<file path="src/rtl/sram_port0_arbiter.sv">
// sram_port0_arbiter: shares RW port 0 of a single-port SRAM macro between two
// requesters with round-robin arbitration, a 3-cycle read pipeline and an
// optional post-reset zero sweep of the whole array.
module sram_port0_arbiter #(
    parameter int ADDR_WIDTH     = 9,
    parameter int DATA_WIDTH     = 32,
    parameter int NUM_WMASKS     = 4,
    parameter bit CLEAR_ON_RESET = 1'b1
) (
    input  logic                  wb_clk_i,
    input  logic                  wb_rst_i,
    input  logic                  a_valid,
    output logic                  a_ready,
    input  logic                  a_we,
    input  logic [NUM_WMASKS-1:0] a_wmask,
    input  logic [ADDR_WIDTH-1:0] a_addr,
    input  logic [DATA_WIDTH-1:0] a_wdata,
    output logic                  a_rvalid,
    output logic [DATA_WIDTH-1:0] a_rdata,
    input  logic                  b_valid,
    output logic                  b_ready,
    input  logic                  b_we,
    input  logic [NUM_WMASKS-1:0] b_wmask,
    input  logic [ADDR_WIDTH-1:0] b_addr,
    input  logic [DATA_WIDTH-1:0] b_wdata,
    output logic                  b_rvalid,
    output logic [DATA_WIDTH-1:0] b_rdata,
    output logic                  init_done,
    output logic                  sram_csb0,
    output logic                  sram_web0,
    output logic [NUM_WMASKS-1:0] sram_wmask0,
    output logic [ADDR_WIDTH-1:0] sram_addr0,
    output logic [DATA_WIDTH-1:0] sram_din0,
    input  logic [DATA_WIDTH-1:0] sram_dout0
);

    typedef enum logic {ST_INIT, ST_RUN} state_t;

    state_t                  state_q, state_d;
    logic [ADDR_WIDTH-1:0]   clr_q, clr_d;
    logic                    ptr_q, ptr_d;
    logic                    run;
    logic                    gnt_a, gnt_b, accept;
    logic                    sel_we;
    logic [NUM_WMASKS-1:0]   sel_wmask;
    logic [ADDR_WIDTH-1:0]   sel_addr;
    logic [DATA_WIDTH-1:0]   sel_wdata;

    logic                    csb_q, web_q;
    logic [NUM_WMASKS-1:0]   wmask_q;
    logic [ADDR_WIDTH-1:0]   addr_q;
    logic [DATA_WIDTH-1:0]   din_q;
    logic                    p1_vld_q, p1_id_q, p2_vld_q, p2_id_q;
    logic                    rvalid_q, rid_q;
    logic [DATA_WIDTH-1:0]   rdata_q;

    // Grant logic: lone requester always wins, contention goes to the pointer side
    always_comb begin
        run       = (state_q == ST_RUN) && !wb_rst_i;
        gnt_a     = run && a_valid && (!b_valid || !ptr_q);
        gnt_b     = run && b_valid && (!a_valid || ptr_q);
        accept    = gnt_a || gnt_b;
        sel_we    = gnt_b ? b_we    : a_we;
        sel_wmask = gnt_b ? b_wmask : a_wmask;
        sel_addr  = gnt_b ? b_addr  : a_addr;
        sel_wdata = gnt_b ? b_wdata : a_wdata;
    end

    // Next state for the INIT/RUN FSM, sweep counter and round-robin pointer
    always_comb begin
        state_d = state_q;
        clr_d   = clr_q;
        ptr_d   = ptr_q;
        if (state_q == ST_INIT) begin
            clr_d = clr_q + 1'b1;
            if (clr_q == {ADDR_WIDTH{1'b1}}) begin
                state_d = ST_RUN;
            end
        end
        if (gnt_a) begin
            ptr_d = 1'b1;
        end else if (gnt_b) begin
            ptr_d = 1'b0;
        end
    end

    // Control registers: reset picks the sweep or goes straight to RUN
    always_ff @(posedge wb_clk_i) begin
        if (wb_rst_i) begin
            state_q <= CLEAR_ON_RESET ? ST_INIT : ST_RUN;
            clr_q   <= '0;
            ptr_q   <= 1'b0;
        end else begin
            state_q <= state_d;
            clr_q   <= clr_d;
            ptr_q   <= ptr_d;
        end
    end

    // Macro pin registers: sweep write, accepted request, or idle with address/data held
    always_ff @(posedge wb_clk_i) begin
        if (wb_rst_i) begin
            csb_q   <= 1'b1;
            web_q   <= 1'b1;
            wmask_q <= '0;
            addr_q  <= '0;
            din_q   <= '0;
        end else if (state_q == ST_INIT) begin
            csb_q   <= 1'b0;
            web_q   <= 1'b0;
            wmask_q <= '1;
            addr_q  <= clr_q;
            din_q   <= '0;
        end else if (accept) begin
            csb_q   <= 1'b0;
            web_q   <= ~sel_we;
            wmask_q <= sel_wmask;
            addr_q  <= sel_addr;
            din_q   <= sel_wdata;
        end else begin
            csb_q   <= 1'b1;
            web_q   <= 1'b1;
        end
    end

    // Read pipeline: requester id rides two stages, then macro output is captured
    always_ff @(posedge wb_clk_i) begin
        if (wb_rst_i) begin
            p1_vld_q <= 1'b0;
            p1_id_q  <= 1'b0;
            p2_vld_q <= 1'b0;
            p2_id_q  <= 1'b0;
            rvalid_q <= 1'b0;
            rid_q    <= 1'b0;
            rdata_q  <= '0;
        end else begin
            p1_vld_q <= accept && !sel_we;
            p1_id_q  <= gnt_b;
            p2_vld_q <= p1_vld_q;
            p2_id_q  <= p1_id_q;
            rvalid_q <= p2_vld_q;
            rid_q    <= p2_id_q;
            if (p2_vld_q) begin
                rdata_q <= sram_dout0;
            end
        end
    end

    assign a_ready     = gnt_a;
    assign b_ready     = gnt_b;
    assign init_done   = (state_q == ST_RUN) && !wb_rst_i;
    assign a_rvalid    = rvalid_q && !rid_q;
    assign b_rvalid    = rvalid_q && rid_q;
    assign a_rdata     = rdata_q;
    assign b_rdata     = rdata_q;
    assign sram_csb0   = csb_q;
    assign sram_web0   = web_q;
    assign sram_wmask0 = wmask_q;
    assign sram_addr0  = addr_q;
    assign sram_din0   = din_q;

endmodule

</file>
<file path="config.mk">
export PLATFORM = sky130hd
export DESIGN_NAME = sram_port0_arbiter
export DESIGN_NICKNAME = d
export VERILOG_FILES = /design/src/rtl/sram_port0_arbiter.sv
export SDC_FILE = /design/constraint.sdc
export NUM_CORES = 1
export LEC_CHECK = 0
export ABC_AREA = 1
export CAP_MARGIN = 10
export CORE_ASPECT_RATIO = 0.6
export CORE_UTILIZATION = 42
export CTS_CLUSTER_SIZE = 25
export DETAILED_ROUTE_END_ITERATION = 12
export HOLD_SLACK_MARGIN = 0.06
export PLACE_DENSITY = 0.87
export REMOVE_ABC_BUFFERS = 1
export SLEW_MARGIN = 10
export SYNTH_ARGS = -nofsm -noshare
export SYNTH_HDL_FRONTEND = slang
export SYNTH_SLANG_ARGS = --single-unit
export TNS_END_PERCENT = 50
</file>
<file path="constraint.sdc">
create_clock -name wb_clk_i -period 4.2 [get_ports wb_clk_i]
set_input_delay 0.84 -clock wb_clk_i [delete_from_list [all_inputs] [get_ports wb_clk_i]]
set_output_delay 0.84 -clock wb_clk_i [all_outputs]
set_load 0.02 [all_outputs]
</file>
# Yosys cells after proc, flatten, opt, wreduce, memory -nomap -nowiden
# Index checks and enable logic that the tools add are counted.
[word_totals]
regBits = 96
inputBits = 128
output_inout_bits = 116
elab_cells = 55
[classes]
add_sub_neg = 1
n_eq_ne = 2
muxes = 16
bitwise = 2
reduce_logical = 19
[ops]
columns = ["cell", "n"]
rows = [
  ["$mux 32", 1],
  ["$mux 9", 3],
  ["$mux 4", 3],
  ["$add 9x1->9 const B", 1],
  ["$eq 9x9->1 const B", 1],
  ["$mux 1", 9],
  ["$logic_and 1x1->1", 8],
  ["$logic_not 1->1", 6],
  ["$logic_or 1x1->1", 3],
  ["$ne 2x1->1 const B", 1],
  ["$not 1->1", 2],
  ["$reduce_bool 2->1", 1],
  ["$reduce_or 2->1", 1],
]

# Logic depth before layout (Yosys ltp)
[depth]
depth_word = 8
mapped_depth = 9
depth_no_buf = 8

# Least setup slack after synthesis
# OpenSTA, ideal clock, no wires.
[synth_path]
path_type = "in2out"
start = "in b_valid"
end = "out a_ready"
t_arrival_ns = 1.557
required_time_ns = 3.360
slack_ns = 1.803
stages = 5
n_path_buf = 2
path_cell_list = "buf_2 > nand2_1 > nand4_4 > buf_2 > inv_1"
[synth_via]
elab_chain_cells = 3
[synth_rtl]
columns = ["element", "line_no", "text"]
rows = [
  ["from (decl)", "20", "input logic b_valid,"],
  ["$logic_not 1->1", "60", "gnt_a = run && a_valid && (!b_valid || !ptr_q);"],
  ["$logic_or 1x1->1", "60", ""],
  ["$logic_and 1x1->1", "60", ""],
  ["to (decl)", "13", "output logic a_ready,"],
]
# Every way passes these cells.

# Worst setup path in the final report
[layout_path]
start = "in wb_rst_i"
end = "out a_ready"
[layout_via]
elab_chain_cells = 4
[layout_rtl]
columns = ["element", "line_no", "text"]
rows = [
  ["from (decl)", "11", "input logic wb_rst_i,"],
  ["$logic_not 1->1", "59", "run = (state_q == ST_RUN) && !wb_rst_i;"],
  ["$logic_and 1x1->1", "59", ""],
  ["$logic_and 1x1->1 (2 in a row)", "60", ""],
]
# Every way passes these cells.

==> results.md <==
* # setup viols final at 0
* Hold_sp: p1_id_q
* Cells after DPL at 923
* Overflow after GRT at 0
* Via count of the first global-routing pass at around 4,200
* Leak pwr at between 0.002 and 0.003 uW
* Crit path max fanout at 43
* H-tree Lvls at 3
* Pre-antenna DRT Iters at 6
* Syn_area_per_cell at 7.135 um^2
* Footprint of the multi-input gates at 0.001767 mm^2
* Final ANT Viol Nets at 0
* Buf+Inv Stages, Crit Path at 5
* Die Y at just over 80 um
* TNS Setup at 0 ps
* Crit start category: input port
* Port bufs at ~240
* Post-Syn Area at 0.004338 mm^2
* Synth unique cells at 26
* # DRC at 0
* Post-synth top flop: dfxtp_1
* Least-Margin Pin Slew at 1050 ps
* Reg2reg setup slack at 1650 ps
* Hold buffers post-CTS at 0
* Share of cells above drive strength 1 at under 10%
* Via density at between 4 and 5
* R2r startpoint: state_q
* Reg-to-Reg End: sram_din0[21]
* Fin crit share at a little under nine tenths
* # fillers at 806
* CTS tree: yes
* Syn Inst Count at 608
* CTS sink cnt at 96
* Pin count of the biggest net entering global routing at 88
* Crit path time final at between 3000 and 4000 ps
* Critical path's most frequent cell: clkdlybuf4s50_1
* Fmax at between 200 and 300 MHz
* Outcome: finished, final reports clean
* Slowest stage delay, CP at around 600 ps
* Starting DRT DRC Count at around 250
* Core area at 0.009950 mm^2
* Peak VDD IR at 0.2043 mV
* Crit. End Element: output port
* Slew headroom at 29.91%
* Post-DP HPWL at 9704 um
* Final hold viol count at 0
* CP top delay family: buffers and inverters
* Wire per inst at 13.98 um
* Detailed Route WL at 13,120 um
* Initial Utilization at 43.60%
* Final instance area at 0.006832 mm^2
* Fin. max-slew vios at 0
* Synth area leaders: dfxtp_1 44%, nor2_1 8.7%, nand2_1 8.4%
* Hold Path Depth at 2
* Cts bufs inserted at 9
* Initial antenna violation count at 0
* Crit-path slowest cell: clkdlybuf4s50_1
* Cell Count, Final, Fillers Out at 938
* Synth Warn # at 0
* Die area at 0.01075 mm^2
* Critical path depth in cells at 6
* Gpl congestion at 0.8987
* Clock Tree Root: clkbuf_16
* Worst skew pair latency at 340 ps
* Die X at 133.2 um
* Global-route wire length before repair at 20,330 um
* PD cells at ~270 mW/mm^2
* Placed Instance Area at 0.006558 mm^2
* Hold/Removal Path Class: reg -> reg
* WP data arrival at 2760 ps
* I/O pin cnt at 244
* Worst Hold Path EP: p2_id_q
* Asr flop ratio synth at 0%
* Max clock buf depth at 2
* Sequential area share after synthesis at 44.30%
* Pwr Total at 1850 uW
* Final clock skew at 8.767 ps
* RSZ-0062 raised after global routing: no
* Number of enable flip-flop cells after synthesis at 0
* Post-CTS Setup Inserts at 0
* Critical Path, Cell by Cell: clkdlybuf4s50_1 -> buf_4 -> inv_4 -> nand4_4 -> inv_1 -> clkdlybuf4s50_1
* R2R depth at 9
* # rows at 28
* Flip-flop and latch area at just under 0.002 mm^2
* Cts repair resizes at 0
* Gr usage total at 23.89%
* Max-Cap Viols at 0
* Yosys top cell by area: dfxtp_1
* Vias at 4,648
* CTS clk-pin slew, worst paths at 60 ps
* Yosys reg bits at 96
* N_diodes at 0
* Layout Nets at just over 900
* WP data required at 3360 ps
* Area growth syn-to-layout at 57.48%
* Post-synth top area share at 44.30%
* WS Path Type: in -> out
[tightest hold or removal path: cells and delay by family, from the launching register on]
family / cells / cell delay [ps]
buf+inv: 1 / 40
flops: 1 / 300
simple gates: 1 / 30
[cells by family after synthesis]
| family | after synthesis | share of synthesized area, % |
|---|---|---|
| compound gates | 148 | 17.31 |
| fa+ha+maj | 2 | 0.5768 |
| buf+inv | 128 | 14.97 |
| flops | 96 | 44.30 |
| simple gates | 234 | 22.84 |
[flip-flops by register name (all words and copies together), names as in the netlist]
name / cells
rvalid_q: 1
clr_q: 9
sram_csb0: 1
sram_web0: 1
sram_wmask0: 4
ptr_q: 1
p1_id_q: 1
state_q: 1
p2_vld_q: 1
sram_addr0: 9
rid_q: 1
p1_vld_q: 1
a_rdata: 32
p2_id_q: 1
sram_din0: 32
[report_power, final]
| part | switching, uW | leakage, uW | internal, uW | total [uW] |
|---|---|---|---|---|
| clock | 326 | 0.000134 | 428 | 754 |
| combinational | 52.1 | 0.00183 | 121 | 173 |
| sequential | 5.10 | 0.000776 | 918 | 923 |
[cell type report]
class                   instances  share of cell area, %
flip-flops and latches         96                  28.13
clock buffers                  12                  3.755
repair buffers                248                  36.15
clock inverters                 3                 0.2564
multi-input cells             384                  25.86
inverters                      60                  3.370
well taps                     135                  2.473
[per-layer routing]
metal / GRT usage, % / vias to the layer above / share of wire, %
li1: - / 2295 / -
met1: 28.99 / 2144 / 42
met2: 41.36 / 183 / 49
met3: 6.503 / 26 / 7.7
met4: 8.068 / 0 / 2.0
met5: 0 / - / 0
[synth_stat cells, types with 2 or more instances]
library cell / number
nor2_4: 2
a21oi_1: 42
buf_1: 2
buf_2: 11
inv_4: 2
ha_1: 2
nand3_1: 7
nor2_1: 101
buf_6: 2
a22o_1: 2
dfxtp_1: 96
o21ai_0: 60
nand4_1: 16
o21ai_1: 43
buf_4: 36
nand2_1: 97
clkbuf_1: 17
nand3_2: 2
inv_2: 2
inv_1: 56
nor3_1: 5
[cells in the final DEF, fill, tap and decap left out]
cell type        instances
clkdlybuf4s50_1        243
nor2_1                 101
nand2_1                 97
dfxtp_1                 96
o21ai_0                 60
inv_1                   56
o21ai_1                 43
a21oi_1                 42
nand4_1                 16
clkbuf_16                9
nand3_1                  7
nor3_1                   5
buf_4                    5
inv_4                    2
inv_2                    2
nor2_4                   2
nand3_2                  2
a22o_1                   2
ha_1                     2
clkbuf_8                 2
clkinv_2                 2
nand4_4                  1
nand2_2                  1
nand2_4                  1
and3_1                   1
o31ai_1                  1
clkbuf_1                 1
clkinvlp_4               1
[worst max-delay path by stage]
stage,startpoint,endpoint,slack (ps)
after global placement,wb_rst_i,a_ready,610
after floorplan,state_q,b_ready,750
after CTS,wb_rst_i,a_ready,610
after global routing,wb_rst_i,a_ready,510
final,wb_rst_i,a_ready,600
after detailed placement,wb_rst_i,a_ready,610
[stage by stage]
stage | hold WS [ps] | utilization, % | setup WS, ps
6_report | 402.1 | 68.66 | 600.7
5_1_grt | 423.7 | 68.66 | 513.1
4_1_cts | 406.8 | 68.66 | 606.0
3_5_place_dp | 399.7 | 65.91 | 608.2
3_3_place_gp | 394.2 | 65.91 | 608.6
2_1_floorplan | 388.3 | - | 745.7
(Power assumes the default switching activity.)
